<file path="src/rtl/lcd_ctrl_if.sv">
// lcd_ctrl_if: bundle between the LSU-side I/O register and the LCD controller.
//   io_lcd      : command word written by software (ON, BLON, CLR_OVF, GO, RS, DATA)
//   lcd_status  : status word readable by software (busy, overflow, write count)
//   lcd_on/blon : panel power and backlight
//   lcd_en/rs/rw: LCD bus control, lcd_data: LCD data bus
// master = LSU / bench side, slave = controller side.
interface lcd_ctrl_if;
    logic [31:0] io_lcd;
    logic [31:0] lcd_status;
    logic        lcd_on;
    logic        lcd_blon;
    logic        lcd_en;
    logic        lcd_rs;
    logic        lcd_rw;
    logic [7:0]  lcd_data;

    modport master (
        output io_lcd,
        input  lcd_status, lcd_on, lcd_blon, lcd_en, lcd_rs, lcd_rw, lcd_data
    );

    modport slave (
        input  io_lcd,
        output lcd_status, lcd_on, lcd_blon, lcd_en, lcd_rs, lcd_rw, lcd_data
    );
endinterface

</file>
<file path="src/rtl/lcd_ctrl.sv">
// lcd_ctrl: character-LCD write-cycle generator behind the io_lcd register.
// Detects GO rising edges in io_lcd, buffers one pending command, and drives
// the 8-bit parallel write cycle (setup, enable pulse, hold, execution wait).
// Ports:
//   clk, rst : clock, asynchronous active-high reset
//   bus      : lcd_ctrl_if.slave (io_lcd in; lcd_status, lcd_on, lcd_blon,
//              lcd_en, lcd_rs, lcd_rw, lcd_data out)
// Optional feature: define LCD_INIT_EN to issue the panel init sequence
// 0x38, 0x0C, 0x01, 0x06 automatically after reset release.
module lcd_ctrl #(
    parameter int unsigned T_SETUP = 2,
    parameter int unsigned T_EN    = 12,
    parameter int unsigned T_HOLD  = 2,
    parameter int unsigned T_EXEC  = 2000,
    parameter int unsigned T_CLEAR = 82000
) (
    input  logic       clk,
    input  logic       rst,
    lcd_ctrl_if.slave  bus
);

    function automatic int unsigned max2(input int unsigned a, input int unsigned b);
        return (a > b) ? a : b;
    endfunction

    localparam int unsigned T_MAX = max2(max2(T_SETUP, T_EN), max2(max2(T_HOLD, T_EXEC), T_CLEAR));
    localparam int unsigned CNT_W = (T_MAX > 1) ? $clog2(T_MAX) : 1;

`ifdef LCD_INIT_EN
    localparam logic [2:0] INIT_N = 3'd4;
`else
    localparam logic [2:0] INIT_N = 3'd0;
`endif

    // Init command selected by number of init commands still to issue.
    function automatic logic [7:0] init_cmd(input logic [2:0] pend);
        case (pend)
            3'd4:    return 8'h38;
            3'd3:    return 8'h0C;
            3'd2:    return 8'h01;
            default: return 8'h06;
        endcase
    endfunction

    typedef enum logic [2:0] {
        S_IDLE,
        S_SETUP,
        S_PULSE,
        S_HOLD,
        S_EXEC
    } state_t;

    state_t           state, state_n;
    logic [CNT_W-1:0] cnt, cnt_n;
    logic             go_q, clr_q;
    logic             buf_valid, buf_valid_n;
    logic             buf_rs, buf_rs_n;
    logic [7:0]       buf_data, buf_data_n;
    logic             ovf_q, ovf_n;
    logic             busy_q, busy_n;
    logic [7:0]       done_q, done_n;
    logic [2:0]       init_pend, init_pend_n;
    logic             init_run, init_run_n;
    logic             en_q;
    logic             rs_q, rs_n;
    logic [7:0]       data_q, data_n;
    logic             on_q, blon_q;

    logic go_req, clr_req, is_clear, cmd_end, can_start;
    logic take_init, take_buf, take_req, buf_free;

    // Io_lcd bits with no function in this block.
    logic unused_bits;
    assign unused_bits = ^{bus.io_lcd[29:13], bus.io_lcd[10], bus.io_lcd[8]};

    // State and datapath registers.
    always_ff @(posedge clk or posedge rst) begin
        if (rst) begin
            state     <= S_IDLE;
            cnt       <= '0;
            go_q      <= 1'b0;
            clr_q     <= 1'b0;
            buf_valid <= 1'b0;
            buf_rs    <= 1'b0;
            buf_data  <= '0;
            ovf_q     <= 1'b0;
            busy_q    <= 1'b0;
            done_q    <= '0;
            init_pend <= INIT_N;
            init_run  <= 1'b0;
            en_q      <= 1'b0;
            rs_q      <= 1'b0;
            data_q    <= '0;
            on_q      <= 1'b0;
            blon_q    <= 1'b0;
        end else begin
            state     <= state_n;
            cnt       <= cnt_n;
            go_q      <= bus.io_lcd[11];
            clr_q     <= bus.io_lcd[12];
            buf_valid <= buf_valid_n;
            buf_rs    <= buf_rs_n;
            buf_data  <= buf_data_n;
            ovf_q     <= ovf_n;
            busy_q    <= busy_n;
            done_q    <= done_n;
            init_pend <= init_pend_n;
            init_run  <= init_run_n;
            en_q      <= (state_n == S_PULSE);
            rs_q      <= rs_n;
            data_q    <= data_n;
            on_q      <= bus.io_lcd[31];
            blon_q    <= bus.io_lcd[30];
        end
    end

    // Next-state, buffer, overflow and counter logic.
    always_comb begin
        state_n     = state;
        cnt_n       = (cnt != '0) ? cnt - CNT_W'(1) : cnt;
        buf_valid_n = buf_valid;
        buf_rs_n    = buf_rs;
        buf_data_n  = buf_data;
        ovf_n       = ovf_q;
        done_n      = done_q;
        init_pend_n = init_pend;
        init_run_n  = init_run;
        rs_n        = rs_q;
        data_n      = data_q;

        go_req    = bus.io_lcd[11] & ~go_q;
        clr_req   = bus.io_lcd[12] & ~clr_q;
        is_clear  = ~rs_q & ((data_q == 8'h01) | (data_q == 8'h02));
        cmd_end   = (state == S_EXEC) && (cnt == '0);
        can_start = (state == S_IDLE) || cmd_end;
        // Priority at a start opportunity: init sequence, buffer, fresh request.
        take_init = can_start && (init_pend != 3'd0);
        take_buf  = can_start && !take_init && buf_valid;
        take_req  = can_start && !take_init && !buf_valid && go_req;
        buf_free  = !buf_valid || take_buf;

        unique case (state)
            S_SETUP: if (cnt == '0) begin
                state_n = S_PULSE;
                cnt_n   = CNT_W'(T_EN - 1);
            end
            S_PULSE: if (cnt == '0) begin
                state_n = S_HOLD;
                cnt_n   = CNT_W'(T_HOLD - 1);
            end
            S_HOLD: if (cnt == '0) begin
                state_n = S_EXEC;
                cnt_n   = is_clear ? CNT_W'(T_CLEAR - 1) : CNT_W'(T_EXEC - 1);
            end
            S_EXEC: if (cnt == '0) begin
                state_n = S_IDLE;
            end
            default: ;
        endcase

        // Init commands never count as completed writes.
        if (cmd_end && !init_run) begin
            done_n = done_q + 8'd1;
        end

        if (take_init || take_buf || take_req) begin
            state_n = S_SETUP;
            cnt_n   = CNT_W'(T_SETUP - 1);
        end

        if (take_init) begin
            rs_n        = 1'b0;
            data_n      = init_cmd(init_pend);
            init_pend_n = init_pend - 3'd1;
            init_run_n  = 1'b1;
        end else if (take_buf) begin
            rs_n        = buf_rs;
            data_n      = buf_data;
            buf_valid_n = 1'b0;
            init_run_n  = 1'b0;
        end else if (take_req) begin
            rs_n        = bus.io_lcd[9];
            data_n      = bus.io_lcd[7:0];
            init_run_n  = 1'b0;
        end

        if (clr_req) begin
            ovf_n = 1'b0;
        end

        // A request not started directly goes to the buffer if it is (or is becoming) free.
        if (go_req && !take_req) begin
            if (buf_free) begin
                buf_valid_n = 1'b1;
                buf_rs_n    = bus.io_lcd[9];
                buf_data_n  = bus.io_lcd[7:0];
            end else begin
                ovf_n = 1'b1;
            end
        end

        busy_n = (state_n != S_IDLE) || buf_valid_n;
    end

    assign bus.lcd_status = {16'd0, done_q, 6'd0, ovf_q, busy_q};
    assign bus.lcd_on     = on_q;
    assign bus.lcd_blon   = blon_q;
    assign bus.lcd_en     = en_q;
    assign bus.lcd_rs     = rs_q;
    assign bus.lcd_rw     = 1'b0;
    assign bus.lcd_data   = data_q;

endmodule

</file>
<file path="src/flat_wrapper.sv">
// flat-port wrapper written by rule: the top's interface ports become plain ports
module lcd_ctrl_flat 
#(
    parameter int unsigned T_SETUP = 2,
    parameter int unsigned T_EN    = 12,
    parameter int unsigned T_HOLD  = 2,
    parameter int unsigned T_EXEC  = 2000,
    parameter int unsigned T_CLEAR = 82000
)
  (clk, rst, bus_io_lcd, bus_lcd_status, bus_lcd_on, bus_lcd_blon, bus_lcd_en, bus_lcd_rs, bus_lcd_rw, bus_lcd_data);
  lcd_ctrl_if bus_i ();
  input  logic clk;
  input  logic rst;
  input wire logic [$bits(bus_i.io_lcd)-1:0] bus_io_lcd;
  output wire logic [$bits(bus_i.lcd_status)-1:0] bus_lcd_status;
  output wire logic [$bits(bus_i.lcd_on)-1:0] bus_lcd_on;
  output wire logic [$bits(bus_i.lcd_blon)-1:0] bus_lcd_blon;
  output wire logic [$bits(bus_i.lcd_en)-1:0] bus_lcd_en;
  output wire logic [$bits(bus_i.lcd_rs)-1:0] bus_lcd_rs;
  output wire logic [$bits(bus_i.lcd_rw)-1:0] bus_lcd_rw;
  output wire logic [$bits(bus_i.lcd_data)-1:0] bus_lcd_data;
  assign bus_i.io_lcd = bus_io_lcd;
  assign bus_lcd_status = bus_i.lcd_status;
  assign bus_lcd_on = bus_i.lcd_on;
  assign bus_lcd_blon = bus_i.lcd_blon;
  assign bus_lcd_en = bus_i.lcd_en;
  assign bus_lcd_rs = bus_i.lcd_rs;
  assign bus_lcd_rw = bus_i.lcd_rw;
  assign bus_lcd_data = bus_i.lcd_data;
  lcd_ctrl #(.T_SETUP(T_SETUP), .T_EN(T_EN), .T_HOLD(T_HOLD), .T_EXEC(T_EXEC), .T_CLEAR(T_CLEAR)) u_core (.clk(clk), .rst(rst), .bus(bus_i));
endmodule
</file>
<file path="config.mk">
export PLATFORM = sky130hd
export DESIGN_NAME = lcd_ctrl_flat
export DESIGN_NICKNAME = d
export VERILOG_FILES = /design/src/rtl/lcd_ctrl_if.sv /design/src/rtl/lcd_ctrl.sv /design/src/flat_wrapper.sv
export SDC_FILE = /design/constraint.sdc
export NUM_CORES = 1
export LEC_CHECK = 0
export CORE_MARGIN = 5
export CORE_UTILIZATION = 45
export DETAILED_ROUTE_END_ITERATION = 12
export HOLD_SLACK_MARGIN = 0.12
export PLACE_DENSITY_LB_ADDON = 0.2
export SLEW_MARGIN = 0
export SYNTH_ARGS = -nofsm -noshare
export SYNTH_HDL_FRONTEND = slang
export SYNTH_SLANG_ARGS = --single-unit
</file>
<file path="constraint.sdc">
create_clock -name clk -period 2.6 [get_ports clk]
set_input_delay 0.52 -clock clk [delete_from_list [all_inputs] [get_ports clk]]
set_output_delay 0.52 -clock clk [all_outputs]
set_load 0.005 [all_outputs]
</file>
==> impl_metrics.py <==
metrics = {
    "layout": {
        "fillCellCount": 667,
        "fin_util_pct": 55.3,
        "area.sequential_um2": 1450,
        "fin_area_um2": 3950,
        "antenna_cells": 0,
        "nNetsFinal": 407,
        "area_growth_pct": 21.0,
        "multiInputGateArea_um2": 1580,
        "drive_gt1_share_pct": 17.1,
    },
    "yosys": {
        "yosysWarnings": 0,
        "synth_most_common_cell": "dfrtp_1",
        "synthFlopType": "dfrtp_1",
        "yosysTopAreaCellShare_pct": 44.5,
        "yosysSeqAreaShare_pct": 44.5,
        "synth_top_cells_by_area": "dfrtp_1 44%, buf_4 5.8%, mux2_2 4.5%, xnor2_1 3.5%, ha_1 3.5%",
        "ys_seq_elements": 58,
        "syn-cell-area_um2": 3260,
        "yosysTopAreaCell": "dfrtp_1",
        "synth_cell_type_count": 58,
        "syn_area_per_cell_um2": 10.4,
        "synthArstFlopShare_pct": 100,
        "postSynthCellCount": 314,
        "synth_top_cells_by_count": "58 x dfrtp_1, 25 x buf_4, 24 x nor2_1",
        "synth-edff-count": 0,
    },
    "die": {
        "die_w_um": 95.1,
        "dieArea_um2": 9050,
        "core_area_um2": 7140,
        "die_h_um": 95.1,
        "num_io_pins": 79,
        "row_count": 31,
        "start_util_pct": 45.7,
    },
    "pwr": {
        "p_int_w": 0.00149,
        "power_leakage_nw": 1.68,
        "powerDensity_nw_per_um2": 491,
        "vdd.ir_drop.worst_mv": 0.389,
        "clockPowerShare_pct": 45.2,
        "p_sw_w": 0.000443,
        "pwr-share-comb_pct": 5.8,
        "swShare_pct": 22.9,
        "seqPwrFrac_pct": 48.9,
    },
    "route": {
        "vias": 2394,
        "drc_errors": 0,
        "wire_per_inst_um": 14.4,
        "dr.pass1.iters": 4,
        "wirelength_mm": 6.76,
        "first_iter_violations": 99,
        "via_per_inst": 5.12,
        "ant_nets": 0,
    },
    "setup_path": {
        "crit_type": "flop to flop",
        "end_kind": "flop",
        "critPathSlowestCell": "or4_4",
        "r2r_cells": 5,
        "setup.worst_path.start_class": "flop",
        "r2r_slack_ps": 100,
        "path_cells": "or4_4 > or4_4 > o21ai_4 > nor3b_4 > mux2i_1",
        "cp.required_ps": 2850,
        "slowest_delay_ps": 580,
        "path_max_fanout": 7,
        "worstPathArrival_ps": 2750,
        "cpMostUsedCell": "or4_4",
    },
    "grt": {
        "grt_overflow_total": 0,
        "grt.total_usage_pct": 15.9,
        "grt_pass1_vias": 2334,
        "grt_pass1_wl_mm": 11.2,
        "grt_antenna_before_repair": 0,
        "grt_max_degree": 59,
    },
    "cts": {
        "post_cts_buffers": 0,
        "cts_resized": 0,
        "cts_made_buffers": 9,
        "clk_latency_ps": 340,
        "cts_sinks": 58,
        "cts_root_buf": "clkbuf_8",
        "cts-hold-fix-buffers": 0,
        "cts_max_path_buffers": 2,
        "cts_tree": "yes",
        "h-tree-depth": 3,
        "clkSlewWorstSetupHoldPaths_ps": 70,
    },
    "timing": {
        "tightest_slew_ps": 550,
        "setup_viol": 0,
        "fin_crit_ps": 2500,
        "rsz0062_at_grt": "yes",
        "finalCritPeriodShare_pct": 96.2,
        "tns_ps": 0,
        "finClkSkew_ps": 7.00,
        "slew_headroom_pct": 62.4,
        "maxSlewViolCount": 0,
        "timing.fmax_mhz": 400,
        "hold_viol_final": 0,
    },
    "place": {
        "gp_congestion": 0.812,
        "place.port_buffers": 36,
        "dpl_cell_area_um2": 3680,
        "place_hpwl_mm": 4.81,
    },
    "job": {
        "max_cap_violations": 0,
    },
    "status": {
        "status": "finished clean",
    },
    "hold_path": {
        "hold_depth": 1,
        "min-delay-path-class": "flop to flop",
    },
}
==> per-stage QoR <==
| stage | setup WS [ps] | std cells | hold slack (ps) | total power, W |
|---|---|---|---|---|
| floorplan | 69.9 | 336 | 450 | 0.00106 |
| global placement | 138 | 445 | 454 | 0.00108 |
| detailed placement | 65.4 | 445 | 465 | 0.00108 |
| CTS | 57.0 | 461 | 475 | 0.00196 |
| global route | -9.55 | 468 | 496 | 0.00202 |
| finish | 98.2 | 468 | 474 | 0.00194 |
==> logic make-up after synthesis <==
logic type,synth area share [%]
flops,44.5
other cells,0.115
mux,6.14
compound gates,13.5
simple gates,16.8
fa+ha+maj,3.76
buf+inv,9.63
xor+xnor,5.64
==> path summary, 6_finish.rpt <==
kind,from,to
max,u_core.cnt[13],u_core.init_pend[2]
min,u_core.done_q[7],u_core.done_q[7]
max reg2reg,u_core.cnt[13],u_core.init_pend[2]
min reg2reg,u_core.done_q[7],u_core.done_q[7]
max in group asynchronous,rst,u_core.done_q[5]
min in group asynchronous,rst,u_core.clr_q
==> sequential cells by signal, indices dropped and copies added, names as in the netlist, 3 cells and up <==
name,flops
u_core.init_pend,3
u_core.cnt,17
u_core.done_q,8
u_core.state,3
u_core.bus.lcd_data,8
u_core.buf_data,8
==> placed cells by master, fill, tap and decap left out, types with 2 or more instances in the layout <==
cell type	n
a21oi_1	6
or4_4	2
nor3_1	7
clkdlybuf4s50_1	36
xnor2_1	13
a211oi_1	4
o311a_1	2
clkbuf_8	11
a22o_1	2
nand4_1	7
nor4_4	2
inv_2	2
a31oi_1	8
mux2_2	13
nor2b_1	4
or3_1	2
ha_1	9
nand2_4	2
and3_1	2
o211ai_1	3
o31ai_1	4
dfrtp_1	58
buf_4	19
mux2i_1	4
inv_1	13
xor2_1	8
nand3_1	9
nor4b_1	2
nand2_1	10
a21o_1	2
a32o_1	2
and2_1	2
a221o_1	4
nor4_1	3
o21ai_0	15
conb_1	23
clkinvlp_4	3
nor2_1	24
nand2b_1	5
==> power groups by stage <==
stage	logic [W]	registers, W	clock network (W)
5_1_grt	0.000129	0.000953	0.000940
6_report	0.000113	0.000948	0.000876
2_1_floorplan	0.0000952	0.000962	0
3_3_place_gp	0.000113	0.000964	0
3_5_place_dp	0.000116	0.000965	0
4_1_cts	0.000116	0.000948	0.000897
==> critical path, delay by kind of cell, from the launching register on <==
family | cells | cell delay (ps)
multiplexers | 1 | 250
flip-flops | 1 | 400
AND/OR/NAND/NOR | 3 | 1500
AO/OA/AOI/OAI | 1 | 260
==> cell type report <==
class	count	share of cell area [%]
Inverter	15	1.43
Clock buffer	11	3.84
Multi-Input combinational cell	224	40.0
Sequential cell	58	36.8
Clock inverter	5	1.55
Timing Repair Buffer	56	13.3
Tap cell	99	3.14
==> metal layers <==
layer | global-route usage (%) | vias up | part of all wire, %
met5 | 0 | - | 0
met3 | 3.16 | 10 | 4.4
met2 | 25.2 | 54 | 48
met1 | 21.2 | 1155 | 46
li1 | - | 1175 | -
met4 | 6.85 | 0 | 1.7
(Power assumes the default switching activity.)
